File: config.mk
export PLATFORM = sky130hd
export DESIGN_NAME = mem_access_unit_flat
export DESIGN_NICKNAME = d
export VERILOG_FILES = /design/src/rtl/mem_pkg.sv /design/src/rtl/mem_access_unit_if.sv /design/src/rtl/load_align.sv /design/src/rtl/mem_access_unit.sv /design/src/flat_wrapper.sv
export SDC_FILE = /design/constraint.sdc
export NUM_CORES = 1
export LEC_CHECK = 0
export CAP_MARGIN = 20
export CORE_MARGIN = 10
export CORE_UTILIZATION = 30
export DETAILED_ROUTE_END_ITERATION = 12
export GPL_ROUTABILITY_DRIVEN = 1
export HOLD_SLACK_MARGIN = 0.08
export MAX_ROUTING_LAYER = met4
export PLACE_DENSITY_LB_ADDON = 0.2
export SYNTH_ARGS = -nofsm -noshare
export SYNTH_HDL_FRONTEND = slang
export SYNTH_SLANG_ARGS = --single-unit
File: constraint.sdc
create_clock -name clk -period 5.7 [get_ports clk]
set_clock_uncertainty 0.15 [all_clocks]
set_input_delay 1.14 -clock clk [delete_from_list [all_inputs] [get_ports clk]]
set_output_delay 1.14 -clock clk [all_outputs]
set_load 0.02 [all_outputs]
File: src/rtl/mem_pkg.sv
// Shared definitions for the data-memory access unit: funct3 size/sign codes,
// FSM state encoding, the latched request record and lane helper functions.
package mem_pkg;

  localparam int unsigned DEFAULT_TIMEOUT_CYCLES = 255;

  localparam logic [2:0] F3_B  = 3'b000;
  localparam logic [2:0] F3_H  = 3'b001;
  localparam logic [2:0] F3_W  = 3'b010;
  localparam logic [2:0] F3_BU = 3'b100;
  localparam logic [2:0] F3_HU = 3'b101;

  typedef enum logic [1:0] {
    ST_IDLE,
    ST_REQ,
    ST_RESP,
    ST_DONE
  } state_e;

  typedef struct packed {
    logic [31:0] addr;
    logic [31:0] wdata;
    logic [2:0]  funct3;
    logic        rd;
    logic        wr;
  } req_t;

  // Legal size/sign code for the direction, and naturally aligned for its size.
  function automatic logic access_legal(input logic [2:0] f3, input logic [1:0] a,
                                        input logic is_store);
    logic ok;
    ok = 1'b0;
    case (f3)
      F3_B:    ok = 1'b1;
      F3_BU:   ok = !is_store;
      F3_H:    ok = !a[0];
      F3_HU:   ok = !is_store && !a[0];
      F3_W:    ok = (a == 2'b00);
      default: ok = 1'b0;
    endcase
    return ok;
  endfunction

  function automatic logic [3:0] byte_enable(input logic [2:0] f3, input logic [1:0] a);
    logic [3:0] be;
    case (f3[1:0])
      2'b00:   be = 4'b0001 << a;
      2'b01:   be = 4'b0011 << a;
      default: be = 4'b1111;
    endcase
    return be;
  endfunction

  function automatic logic [31:0] store_lanes(input logic [2:0] f3, input logic [31:0] d);
    logic [31:0] w;
    case (f3[1:0])
      2'b00:   w = {4{d[7:0]}};
      2'b01:   w = {2{d[15:0]}};
      default: w = d;
    endcase
    return w;
  endfunction

endpackage

File: src/rtl/mem_access_unit_if.sv
// Data-memory request/response bus between the access unit (master) and memory (slave).
interface mem_access_unit_if;
  logic        dmem_req;
  logic        dmem_we;
  logic [31:0] dmem_addr;
  logic [3:0]  dmem_be;
  logic [31:0] dmem_wdata;
  logic        dmem_gnt;
  logic        dmem_rvalid;
  logic [31:0] dmem_rdata;

  modport master (
    output dmem_req, dmem_we, dmem_addr, dmem_be, dmem_wdata,
    input  dmem_gnt, dmem_rvalid, dmem_rdata
  );

  modport slave (
    input  dmem_req, dmem_we, dmem_addr, dmem_be, dmem_wdata,
    output dmem_gnt, dmem_rvalid, dmem_rdata
  );
endinterface

File: src/rtl/load_align.sv
// Picks the addressed byte/halfword lane out of a read word and sign- or
// zero-extends it according to funct3; word loads pass straight through.
module load_align
  import mem_pkg::*;
(
  input  logic [31:0] rdata,
  input  logic [1:0]  addr,
  input  logic [2:0]  funct3,
  output logic [31:0] data
);

  logic [15:0] lane;

  always_comb begin
    lane = 16'(rdata >> {addr, 3'b000});
    data = rdata;
    case (funct3)
      F3_B:    data = {{24{lane[7]}}, lane[7:0]};
      F3_BU:   data = {24'b0, lane[7:0]};
      F3_H:    data = {{16{lane[15]}}, lane[15:0]};
      F3_HU:   data = {16'b0, lane};
      default: data = rdata;
    endcase
  end

endmodule

File: src/rtl/mem_access_unit.sv
// Multi-cycle load/store unit: latches one request from the controller, runs the
// data-memory handshake with a timeout guard, and reports done/fault.
module mem_access_unit
  import mem_pkg::*;
#(
  parameter int unsigned TIMEOUT_CYCLES = DEFAULT_TIMEOUT_CYCLES
) (
  input  logic               clk,
  input  logic               rst_n,
  input  logic               start,
  input  logic               mem_read,
  input  logic               mem_write,
  input  logic [2:0]         funct3,
  input  logic [31:0]        addr,
  input  logic [31:0]        store_data,
  output logic               busy,
  output logic               done,
  output logic               fault,
  output logic [31:0]        load_data,
  mem_access_unit_if.master  dmem
);

  localparam int CNT_W = $clog2(TIMEOUT_CYCLES + 1);
  localparam logic [CNT_W-1:0] CNT_LAST = CNT_W'(TIMEOUT_CYCLES - 1);

  state_e             state_q, state_d;
  req_t               req_q, req_d;
  logic [CNT_W-1:0]   cnt_q, cnt_d;
  logic               fault_q, fault_d;
  logic [31:0]        load_data_q, load_data_d;
  logic [31:0]        aligned_data;
  logic               in_req;
  logic               timeout_hit;

  load_align u_load_align (
    .rdata  (dmem.dmem_rdata),
    .addr   (req_q.addr[1:0]),
    .funct3 (req_q.funct3),
    .data   (aligned_data)
  );

  assign in_req      = (state_q == ST_REQ);
  assign timeout_hit = (cnt_q == CNT_LAST);

  always_comb begin
    state_d     = state_q;
    req_d       = req_q;
    cnt_d       = cnt_q;
    fault_d     = fault_q;
    load_data_d = load_data_q;

    unique case (state_q)
      ST_IDLE: begin
        if (start) begin
          req_d.addr   = addr;
          req_d.wdata  = store_data;
          req_d.funct3 = funct3;
          req_d.rd     = mem_read;
          req_d.wr     = mem_write;
          cnt_d        = '0;
          fault_d      = 1'b0;
          if (!mem_read && !mem_write) begin
            state_d = ST_DONE;
          end else if ((mem_read && mem_write) ||
                       !access_legal(funct3, addr[1:0], mem_write)) begin
            state_d = ST_DONE;
            fault_d = 1'b1;
          end else begin
            state_d = ST_REQ;
          end
        end
      end

      // A grant completes a store outright; a load still has to wait for rvalid.
      ST_REQ: begin
        cnt_d = cnt_q + CNT_W'(1);
        if (dmem.dmem_gnt && req_q.wr) begin
          state_d = ST_DONE;
        end else if (timeout_hit) begin
          state_d = ST_DONE;
          fault_d = 1'b1;
        end else if (dmem.dmem_gnt) begin
          state_d = ST_RESP;
        end
      end

      ST_RESP: begin
        cnt_d = cnt_q + CNT_W'(1);
        if (dmem.dmem_rvalid) begin
          load_data_d = aligned_data;
          state_d     = ST_DONE;
        end else if (timeout_hit) begin
          state_d = ST_DONE;
          fault_d = 1'b1;
        end
      end

      ST_DONE: state_d = ST_IDLE;

      default: state_d = ST_IDLE;
    endcase
  end

  always_ff @(posedge clk or negedge rst_n) begin
    if (!rst_n) begin
      state_q     <= ST_IDLE;
      req_q       <= '0;
      cnt_q       <= '0;
      fault_q     <= 1'b0;
      load_data_q <= '0;
    end else begin
      state_q     <= state_d;
      req_q       <= req_d;
      cnt_q       <= cnt_d;
      fault_q     <= fault_d;
      load_data_q <= load_data_d;
    end
  end

  assign busy      = (state_q != ST_IDLE);
  assign done      = (state_q == ST_DONE);
  assign fault     = fault_q;
  assign load_data = load_data_q;

  // Write strobes only appear while a store is actually on the bus.
  assign dmem.dmem_req   = in_req;
  assign dmem.dmem_we    = in_req && req_q.wr;
  assign dmem.dmem_be    = (in_req && req_q.wr) ? byte_enable(req_q.funct3, req_q.addr[1:0])
                                                : 4'b0000;
  assign dmem.dmem_addr  = {req_q.addr[31:2], 2'b00};
  assign dmem.dmem_wdata = store_lanes(req_q.funct3, req_q.wdata);

endmodule

File: src/flat_wrapper.sv
// flat-port wrapper written by rule: the top's interface ports become plain ports
module mem_access_unit_flat import mem_pkg::*;
#(
  parameter int unsigned TIMEOUT_CYCLES = DEFAULT_TIMEOUT_CYCLES
)
  (clk, rst_n, start, mem_read, mem_write, funct3, addr, store_data, busy, done, fault, load_data, dmem_dmem_req, dmem_dmem_we, dmem_dmem_addr, dmem_dmem_be, dmem_dmem_wdata, dmem_dmem_gnt, dmem_dmem_rvalid, dmem_dmem_rdata);
  mem_access_unit_if dmem_i ();
  input  logic clk;
  input  logic rst_n;
  input  logic start;
  input  logic mem_read;
  input  logic mem_write;
  input  logic [2:0] funct3;
  input  logic [31:0] addr;
  input  logic [31:0] store_data;
  output logic busy;
  output logic done;
  output logic fault;
  output logic [31:0] load_data;
  output wire logic [$bits(dmem_i.dmem_req)-1:0] dmem_dmem_req;
  output wire logic [$bits(dmem_i.dmem_we)-1:0] dmem_dmem_we;
  output wire logic [$bits(dmem_i.dmem_addr)-1:0] dmem_dmem_addr;
  output wire logic [$bits(dmem_i.dmem_be)-1:0] dmem_dmem_be;
  output wire logic [$bits(dmem_i.dmem_wdata)-1:0] dmem_dmem_wdata;
  input wire logic [$bits(dmem_i.dmem_gnt)-1:0] dmem_dmem_gnt;
  input wire logic [$bits(dmem_i.dmem_rvalid)-1:0] dmem_dmem_rvalid;
  input wire logic [$bits(dmem_i.dmem_rdata)-1:0] dmem_dmem_rdata;
  assign dmem_dmem_req = dmem_i.dmem_req;
  assign dmem_dmem_we = dmem_i.dmem_we;
  assign dmem_dmem_addr = dmem_i.dmem_addr;
  assign dmem_dmem_be = dmem_i.dmem_be;
  assign dmem_dmem_wdata = dmem_i.dmem_wdata;
  assign dmem_i.dmem_gnt = dmem_dmem_gnt;
  assign dmem_i.dmem_rvalid = dmem_dmem_rvalid;
  assign dmem_i.dmem_rdata = dmem_dmem_rdata;
  mem_access_unit #(.TIMEOUT_CYCLES(TIMEOUT_CYCLES)) u_core (.clk(clk), .rst_n(rst_n), .start(start), .mem_read(mem_read), .mem_write(mem_write), .funct3(funct3), .addr(addr), .store_data(store_data), .busy(busy), .done(done), .fault(fault), .load_data(load_data), .dmem(dmem_i));
endmodule
==> metrics.txt, run 1 <==
outcome finished clean; Cell Area, Synth around 5900 um2; Pre-antenna DRT Iters 4; TritonCTS buffer count 9; CTS tree done; largest family of logic cells by synthesized area multiplexers; max-capacitance violation count 0; Post-CTS Hold Buffers 0; P per Cell Area ~610 nW/um2; Crit-path slowest cell dfrtp_1; fin crit period 4.05 ns; CP required 4.41 ns; RSZ-0062 raised after global routing no; DIE AREA 25600 um2; Area after DPL 7870 um2; CP Launch Type register; final setup violation count 0; CP arrival 2.76 ns; global-route wire length before repair 28800 um; pre-CTS WS about 2.1 ns; hold path endpoint u_core.load_data[3]$_DFFE_PN0P_; Starting Density 30.4%; register share of total power 29.5%; number of synthesized flops with an enable pin 0; period utilization 71.0%; GP Congestion roughly 0.83; Overflow after GRT 0; Yosys cell types 43; crit-path max FO 16; flops & latches, synth 111; synthesized-area fraction occupied by adder cells 1.28%; CTS sink count 111; Synth Warn # 0; internal power just under 3 mW; synth-to-layout area growth 39.6%; Switching Fraction 41.6%; Comb pwr share roughly 56%; Clock Tree Root clkbuf_16; Clock Latency Late Sink 0.36 ns; Setup Fix Bufs, Post-CTS 0; routed len/inst 19.0 um; vias in the first global route 5033; sequential area share after synthesis 47.3%; Synth Area in Compound Gates between 8 and 9%; Top FF cell, synth dfrtp_1; placed insts approximately 960; NetSw 2.09 mW; CTS clock-pin slew for the worst setup and hold paths roughly 0.070 ns; WS Path Type reg -> out; largest net degree at the start of global routing 70; commonest non-fill, non-tap cell in the layout clkdlybuf4s50_1; Die Height around 160 um; Crit path largest cell delay 0.83 ns; Mapped Avg Cell Area between 10 and 15 um2; Final #Nets about 800; I/O Buffers between 200 and 250; Slew Limit Fails 0; Final Core Density between 40% and 50%; Leak about 3.5 nW; fillers 1870; Post-DP HPWL 13900 um; FF-to-FF path depth 3; core area 19300 um2; finished layout cell area 8190 um2; die width between 150 and 200 um; residual DRC count 0; post-route ant nets 0; commonest cells after routing, fill and taps aside 207 x clkdlybuf4s50_1, 110 x dfrtp_1, 77 x mux2_2, 67 x nand2_1, 37 x o21ai_0; Synth Area in XOR/XNOR 0.746%; # H-tree levels 3; Rel. slew slack 34.7%; crit end category primary output; mux contribution to synthesized area 20.5%; number of placement rows between 50 and 60; Worst Hold Launch u_core.load_data[3]$_DFFE_PN0P_; routed via count 4665; # resized after CTS 0; worst hold stages 2; I/O pins 211; Final Hold Fails 0; Iteration-0 DRC Markers around 240; hold crit path type reg -> reg; Longest Clk Path Bufs 2; f_max 247 MHz; CP cell instances inv_1, nand2_1, nand2_1, nand2_1, clkdlybuf4s50_1; layout cells sized above 1 15.8%; cell mode on critical path nand2_1; Simple-Gate Fraction of Synth Area 12.7%; GR Util All Layers 14.5%; number of antenna violations at the first check in global routing 0; ys async rst share 100%; FF-to-FF End u_core.load_data[22]$_DFFE_PN0P_; clock share of power between 10% and 20%; Final Worst Setup Slack 1.65 ns; Worst Max-Slew Pin Slew 0.979 ns; Post-Layout Cell Count 975; R2R Setup Slk roughly 3.1 ns; FF-to-FF Start u_core.req_q[38]$_DFFE_PN0P_; Synth Instances approximately 560; diodes inserted 0; final wirelength 18500 um; Final TNS setup 0 ns; Via density 4.78; peak supply drop 0.000315 V
cell usage after synthesis (3+ instances only):
cell type  instances  area (um2)
nand2b_1           4        25.0
o21ai_0           37         185
nor2_1            23        86.3
nand2_1           68         255
a2bb2oi_1          7        61.3
mux2_2            77         867
a22o_1             7        61.3
clkbuf_1          23        86.3
a21oi_1           14        70.1
nor4_1             4        25.0
mux2i_1           29         290
dfrtp_1          111        2780
nor2b_1            3        18.8
buf_2              4        20.0
inv_1             10        37.5
ha_1               6        75.1
or3_1              7        43.8
nand3_2           10         100
buf_1              7        26.3
buf_4             40         300
nand3_1           25         125
nand4_1            3        18.8
xnor2_1            3        26.3
o22ai_1            8        50.1
nor3_1             3        15.0
per-stage QoR:
stage               power, mW  hold WS, ns
floorplan                3.29        0.324
global placement         4.35        0.312
detailed placement       4.37        0.326
CTS                      5.11        0.343
global route             5.39        0.362
finish                   5.04        0.338
area by class of cell:
type	count	area, um2	share of cell area (%)
tap	265	332	4.05
clock inverter	7	100	1.22
multi-input combinational	361	2610	31.8
clock buffer	9	225	2.75
sequential	111	2780	33.9
timing repair buffer	212	2110	25.8
inverter	10	37.5	0.458
sequential cells by signal, summed over array words and instances (netlist names):
| register | count |
|---|---|
| u_core.req_q | 38 |
| u_core.load_data | 32 |
| u_core.dmem.dmem_addr | 30 |
| u_core.cnt_q | 8 |
| u_core.state_q | 2 |
| u_core.fault | 1 |
worst max path at each step:
stage,from,to
3_5_place_dp,u_core.req_q[2]$_DFFE_PN0P_,dmem_dmem_wdata[14]
4_1_cts,u_core.req_q[2]$_DFFE_PN0P_,dmem_dmem_wdata[10]
5_1_grt,u_core.req_q[2]$_DFFE_PN0P_,dmem_dmem_wdata[8]
6_report,u_core.req_q[2]$_DFFE_PN0P_,dmem_dmem_wdata[10]
2_1_floorplan,u_core.req_q[2]$_DFFE_PN0P_,dmem_dmem_wdata[25]
3_3_place_gp,u_core.req_q[2]$_DFFE_PN0P_,dmem_dmem_wdata[14]
worst max-delay path: cells and delay by family (launching register included):
family / cells / cell delay (ns)
flip-flops: 1 / 0.83
AND/OR/NAND/NOR: 3 / 0.71
buffers and inverters: 2 / 0.84
kinds of logic (layout without fill, tap and decap cells):
family          count (synthesis)  in the layout
fa+ha+maj                       6              6
compound gates                 85             85
simple gates                  155            155
xor+xnor                        5              5
other cells                     1              2
mux                           108            108
flops                         111            111
buf+inv                        86            238
layer usage:
metal	GRT usage (%)	vias to the layer above	wire length (um)
met5	-	-	0
met4	4.80	0	344
met3	4.73	19	1570
met2	21.8	194	8430
met1	18.1	2254	8160
li1	-	2198	-
power groups by stage:
stage          registers [mW]  logic, mW  clock network (mW)
2_1_floorplan            1.49       1.80                   0
3_3_place_gp             1.49       2.85                   0
3_5_place_dp             1.51       2.87                   0
4_1_cts                  1.49       2.89               0.729
5_1_grt                  1.54       3.08               0.761
6_report                 1.49       2.84               0.706
No activity file was read; power rests on OpenSTA's default activity.
==> inputs of run 2 (changes only) <==
==> constraint.sdc (replaced) <==
create_clock -name clk -period 3.7 [get_ports clk]
set_clock_uncertainty 0.15 [all_clocks]
set_input_delay 0.74 -clock clk [delete_from_list [all_inputs] [get_ports clk]]
set_output_delay 0.74 -clock clk [all_outputs]
set_load 0.02 [all_outputs]
==> run 2 against run 1 <==
- power up 55%
- first-iteration DRC count down 6.6%
- via count up 1.7%
==> metrics.txt, run 2 (same netlist as run 1, synthesis figures left out) <==
I/O pins between 200 and 250; WS Path Type reg -> out; CP arrival ~2.4 ns; Die Height between 150 and 200 um; number of antenna violations at the first check in global routing 0; Clock Tree Root clkbuf_16; commonest cells after routing, fill and taps aside 207 x clkdlybuf4s50_1, 110 x dfrtp_1, 77 x mux2_2, 67 x nand2_1, 37 x o21ai_0; crit-path max FO 10; Final TNS setup 0 ns; Final Hold Fails 0; period utilization between 80% and 90%; placed insts 966; final wirelength 18900 um; CP Launch Type register; GP Congestion ~0.86; GR Util All Layers 14.9%; # H-tree levels 3; Leak 3.53 nW; CP required 2.81 ns; outcome finished clean; residual DRC count 0; I/O Buffers 208; core area about 19000 um2; finished layout cell area 8240 um2; CTS tree done; CP cell instances buf_4, nor2_1, buf_4, nand2_1, nand2_1, clkdlybuf4s50_1; Post-Layout Cell Count between 900 and 1000; Overflow after GRT 0; layout cells sized above 1 16.6%; synth-to-layout area growth 40.5%; final setup violation count 0; routed len/inst 19.2 um; vias in the first global route 5236; FF-to-FF Start u_core.req_q[37]$_DFFE_PN0P_; Pre-antenna DRT Iters 4; Largest register FFs 38; number of placement rows 51; post-route ant nets 0; peak supply drop a little over 0.0005 V; TritonCTS buffer count 9; Slew Limit Fails 0; Rel. slew slack 34.7%; DIE AREA 25600 um2; Post-DP HPWL approximately 14000 um; CTS clock-pin slew for the worst setup and hold paths 0.08 ns; Via density 4.83; Iteration-0 DRC Markers 226; Largest Register u_core.req_q; Final Core Density 42.6%; Final #Nets approximately 820; # resized after CTS 0; Area after DPL approximately 7900 um2; Worst Max-Slew Pin Slew 0.980 ns; crit path from u_core.req_q[2]$_DFFE_PN0P_; routed via count 4746; Setup Fix Bufs, Post-CTS 0; largest net degree at the start of global routing 70; global-route wire length before repair between 20000 and 30000 um; diodes inserted 0; commonest non-fill, non-tap cell in the layout clkdlybuf4s50_1; RSZ-0062 raised after global routing no; hold crit path type in -> async; f_max 308 MHz; die width approximately 160 um; max-capacitance violation count 0; Post-CTS Hold Buffers 0; Starting Density a little under a third; Crit path largest cell delay 0.61 ns; crit end category primary output; P per Cell Area 945 nW/um2; fin crit period about 3.3 ns; Longest Clk Path Bufs 2; CTS sink count 111; Crit-path slowest cell clkdlybuf4s50_1; Clock Latency Late Sink ~0.35 ns
## run 2: through the flow
step | total power [mW] | hold slack, ns | worst slack [ns]
after floorplan | 5.07 | 0.294 | 1.27
after global placement | 6.75 | 0.320 | 0.680
after detailed placement | 6.81 | 0.325 | 0.619
after CTS | 7.90 | 0.245 | 0.421
after global routing | 8.33 | 0.263 | 0.332
final | 7.79 | 0.221 | 0.450
## run 2: metal layers
| metal | up-vias | global-route usage, % | wire [um] |
|---|---|---|---|
| met5 | - | - | 0 |
| met4 | 0 | 4.09 | 314 |
| met3 | 19 | 5.22 | 1470 |
| met2 | 195 | 23.0 | 8690 |
| met1 | 2318 | 18.3 | 8410 |
| li1 | 2214 | - | - |
## run 2: final timing paths
kind / to / slack, ns / depth (start not counted)
max in group asynchronous: u_core.dmem.dmem_addr[16]$_DFFE_PN0P_ / 2.46 / 2
min in group clk: u_core.load_data[7]$_DFFE_PN0P_ / 0.34 / 2
setup reg to reg: u_core.load_data[24]$_DFFE_PN0P_ / 0.84 / 5
hold reg to reg: u_core.load_data[7]$_DFFE_PN0P_ / 0.34 / 2
setup / recovery: dmem_dmem_wdata[11] / 0.45 / 6
hold / removal: u_core.state_q[0]$_DFFE_PN0P_ / 0.22 / 1
## run 2: area by class of cell
class	count	area (um2)
Fill cell	1861	11100
Multi-Input combinational cell	361	2610
Tap cell	265	332
Clock buffer	9	225
Sequential cell	111	2780
Clock inverter	7	87.6
Timing Repair Buffer	219	2170
Inverter	10	37.5
## run 2: where the power goes
part           internal (mW)  leakage [nW]  switching, mW
logic                   2.17          2.05           2.30
clock network          0.544         0.148          0.501
registers               1.80          1.34          0.471
total                   4.52          3.53           3.27
## run 2: worst max-delay path, delay by kind of cell (launching register included)
family / cells / cell delay (ns)
buf+inv: 3 / 1.08
flops: 1 / 0.47
simple gates: 3 / 0.46
==> inputs of run 3 (changes only) <==
--- a/config.mk
+++ b/config.mk
@@ -5,6 +5,7 @@
 export SDC_FILE = /design/constraint.sdc
 export NUM_CORES = 1
 export LEC_CHECK = 0
+export ABC_AREA = 1
 export CAP_MARGIN = 20
 export CORE_MARGIN = 10
 export CORE_UTILIZATION = 30
==> run 3 against run 2 <==
- synthesized cell count is 46% higher
- cell area increased by 0.85%
- non-clock buffer count is 1 higher
- setup slack lost 0.23 ns
- via count is 16% higher
- die area rose by 1.9%
- utilization down 0.20 points
- critical path type unchanged
==> metrics.txt, run 3 <==
outcome finished clean; Final Hold Fails 0; f_max 288 MHz; Setup Fix Bufs, Post-CTS 0; GR Util All Layers around 16%; NetSw around 3.4 mW; peak supply drop 0.000342 V; FF-to-FF End u_core.load_data[31]$_DFFE_PN0P_; DIE AREA between 20000 and 30000 um2; Largest Register u_core.req_q; FF-to-FF path depth 10; diodes inserted 0; Post-CTS Hold Buffers 0; number of placement rows 51; final setup violation count 0; max-capacitance violation count 0; Die Height roughly 160 um; R2R Setup Slk 1.50 ns; post-synth top area share a little under half; FF-to-FF Start u_core.req_q[37]$_DFFE_PN0P_; core area 19600 um2; vias in the first global route 5614; Via density 4.47; Final TNS setup 0 ns; Final #Nets ~1100; residual DRC count 0; number of synthesized flops with an enable pin 0; CP required 2.81 ns; CP cell instances inv_4, nand2_2, inv_1, o21ai_0, a21oi_1, clkdlybuf4s50_1; I/O pins 211; die width 161 um; commonest cells after routing, fill and taps aside 372 x nand2_1, 207 x clkdlybuf4s50_1, 111 x dfrtp_1, 46 x inv_1, 44 x nand3_1; Post-synth top cells 373 x nand2_1, 111 x dfrtp_1, 46 x inv_1, 44 x buf_4, 44 x nand3_1; routed via count approximately 5500; crit-path max FO 33; Post-DP HPWL 14900 um; number of antenna violations at the first check in global routing 0; register share of total power 29.0%; RSZ-0062 raised after global routing no; layout cells sized above 1 5.77%; Worst Setup EP dmem_dmem_be[3]; period utilization between 90% and 100%; GP Congestion 0.887; Yosys cell types 32; cell family with the largest share of critical-path delay buffers and inverters; Synth Instances slightly above 800; # resized after CTS 0; Levels on crit path 6; synth-to-layout area growth 38.6%; commonest non-fill, non-tap cell in the layout nand2_1; CTS tree done; Area contributors post-synth dfrtp_1 46%, nand2_1 23%, buf_4 5.5%, nand3_1 3.7%, inv_1 2.9%; Worst Max-Slew Pin Slew 0.672 ns; global-route wire length before repair 31600 um; WS Path Type reg -> out; TritonCTS buffer count 9; Overflow after GRT 0; Largest register FFs 38; worst path buffer plus inverter count 3; hold crit path type in -> async; Iteration-0 DRC Markers 358; largest net degree at the start of global routing between 60 and 70; ys async rst share 100%; Longest Clk Path Bufs 2; crit path from u_core.req_q[3]$_DFFE_PN0P_; final wirelength 20100 um; Slew Limit Fails 0; P per Cell Area 887 nW/um2; # H-tree levels 3; CTS clock-pin slew for the worst setup and hold paths 0.08 ns; flops & latches, synth 111; Switching Fraction 45.9%; Starting Density 30.6%; final hold slack 0.249 ns; I/O Buffers 208; CP arrival 2.59 ns; Clock Latency Late Sink 0.36 ns; CP Launch Type register; routed len/inst 16.3 um; Crit-path slowest cell clkdlybuf4s50_1; final total power 7.38 mW; internal power 3.99 mW; post-route ant nets 0; clock share of power 13.2%; Leak 4.03 nW; Post-Layout Cell Count 1235; leading cell type by number of instances after synthesis nand2_1; fin crit period between 3 and 4 ns; Synth area leader dfrtp_1; Crit path largest cell delay 0.64 ns; Mapped Avg Cell Area around 7.4 um2; Comb pwr share 57.8%; placed insts between 1000 and 1500; Pre-antenna DRT Iters 5; Clock Tree Root clkbuf_16; Top FF cell, synth dfrtp_1; Rel. slew slack 55.2%; CTS sink count between 100 and 150; Cell Area, Synth roughly 6000 um2; Synth Warn # 0; crit end category primary output; sequential area share after synthesis 46.3%
-- run 3: cell type report --
class | count | area (um2)
timing repair buffer | 220 | 2190
sequential | 111 | 2780
fill | 2018 | 11300
inverter | 52 | 198
multi-input combinational | 571 | 2530
clock buffer | 10 | 229
tap | 265 | 332
clock inverter | 6 | 52.6
-- run 3: worst min-delay path by stage --
stage / from / to / slack [ns] / cells after the start
final: rst_n / u_core.dmem.dmem_addr[3]$_DFFE_PN0P_ / 0.25 / 1
after global routing: rst_n / u_core.dmem.dmem_addr[3]$_DFFE_PN0P_ / 0.30 / 1
after CTS: rst_n / u_core.dmem.dmem_addr[3]$_DFFE_PN0P_ / 0.28 / 1
after detailed placement: u_core.dmem.dmem_addr[29]$_DFFE_PN0P_ / u_core.dmem.dmem_addr[29]$_DFFE_PN0P_ / 0.31 / 2
after global placement: u_core.dmem.dmem_addr[15]$_DFFE_PN0P_ / u_core.dmem.dmem_addr[15]$_DFFE_PN0P_ / 0.31 / 2
after floorplan: rst_n / u_core.cnt_q[0]$_DFFE_PN0P_ / 0.29 / 0
-- run 3: routing by layer --
metal  global-route usage [%]  wire length (um)  share of wire (%)  up-vias
li1                         -                 -                  -     2799
met1                     19.6              9080                 45     2541
met2                     23.6              9260                 46      171
met3                     5.49              1590                7.9       11
met4                     3.97               170               0.85        0
met5                        -                 0                  0        -
-- run 3: cells by family (layout without fill, tap and decap cells) --
logic type	count (synthesis)	in the layout	synth area share, %
buffers and inverters	130	288	11.6
AND/OR/NAND/NOR	479	479	32.9
flip-flops	111	111	46.3
adder cells (fa/ha/maj)	6	6	1.25
AO/OA/AOI/OAI	83	83	7.76
other	1	2	0.0625
XOR/XNOR	1	1	0.146
-- run 3: per-stage QoR --
stage	instance area, um2	setup slack [ns]	util [%]
6_report	8310	0.222	42.4
5_1_grt	8310	0.0485	42.4
4_1_cts	8310	0.202	42.4
3_5_place_dp	8030	0.606	41.0
3_3_place_gp	8030	0.630	41.0
2_1_floorplan	6000	1.49	-
-- run 3: power groups by stage --
stage,Sequential [mW],Clock (mW),Combinational [mW]
4_1_cts,2.15,1.01,4.35
2_1_floorplan,2.28,0,2.57
3_5_place_dp,2.15,0,4.33
3_3_place_gp,2.16,0,4.30
6_report,2.14,0.974,4.26
5_1_grt,2.22,1.06,4.70
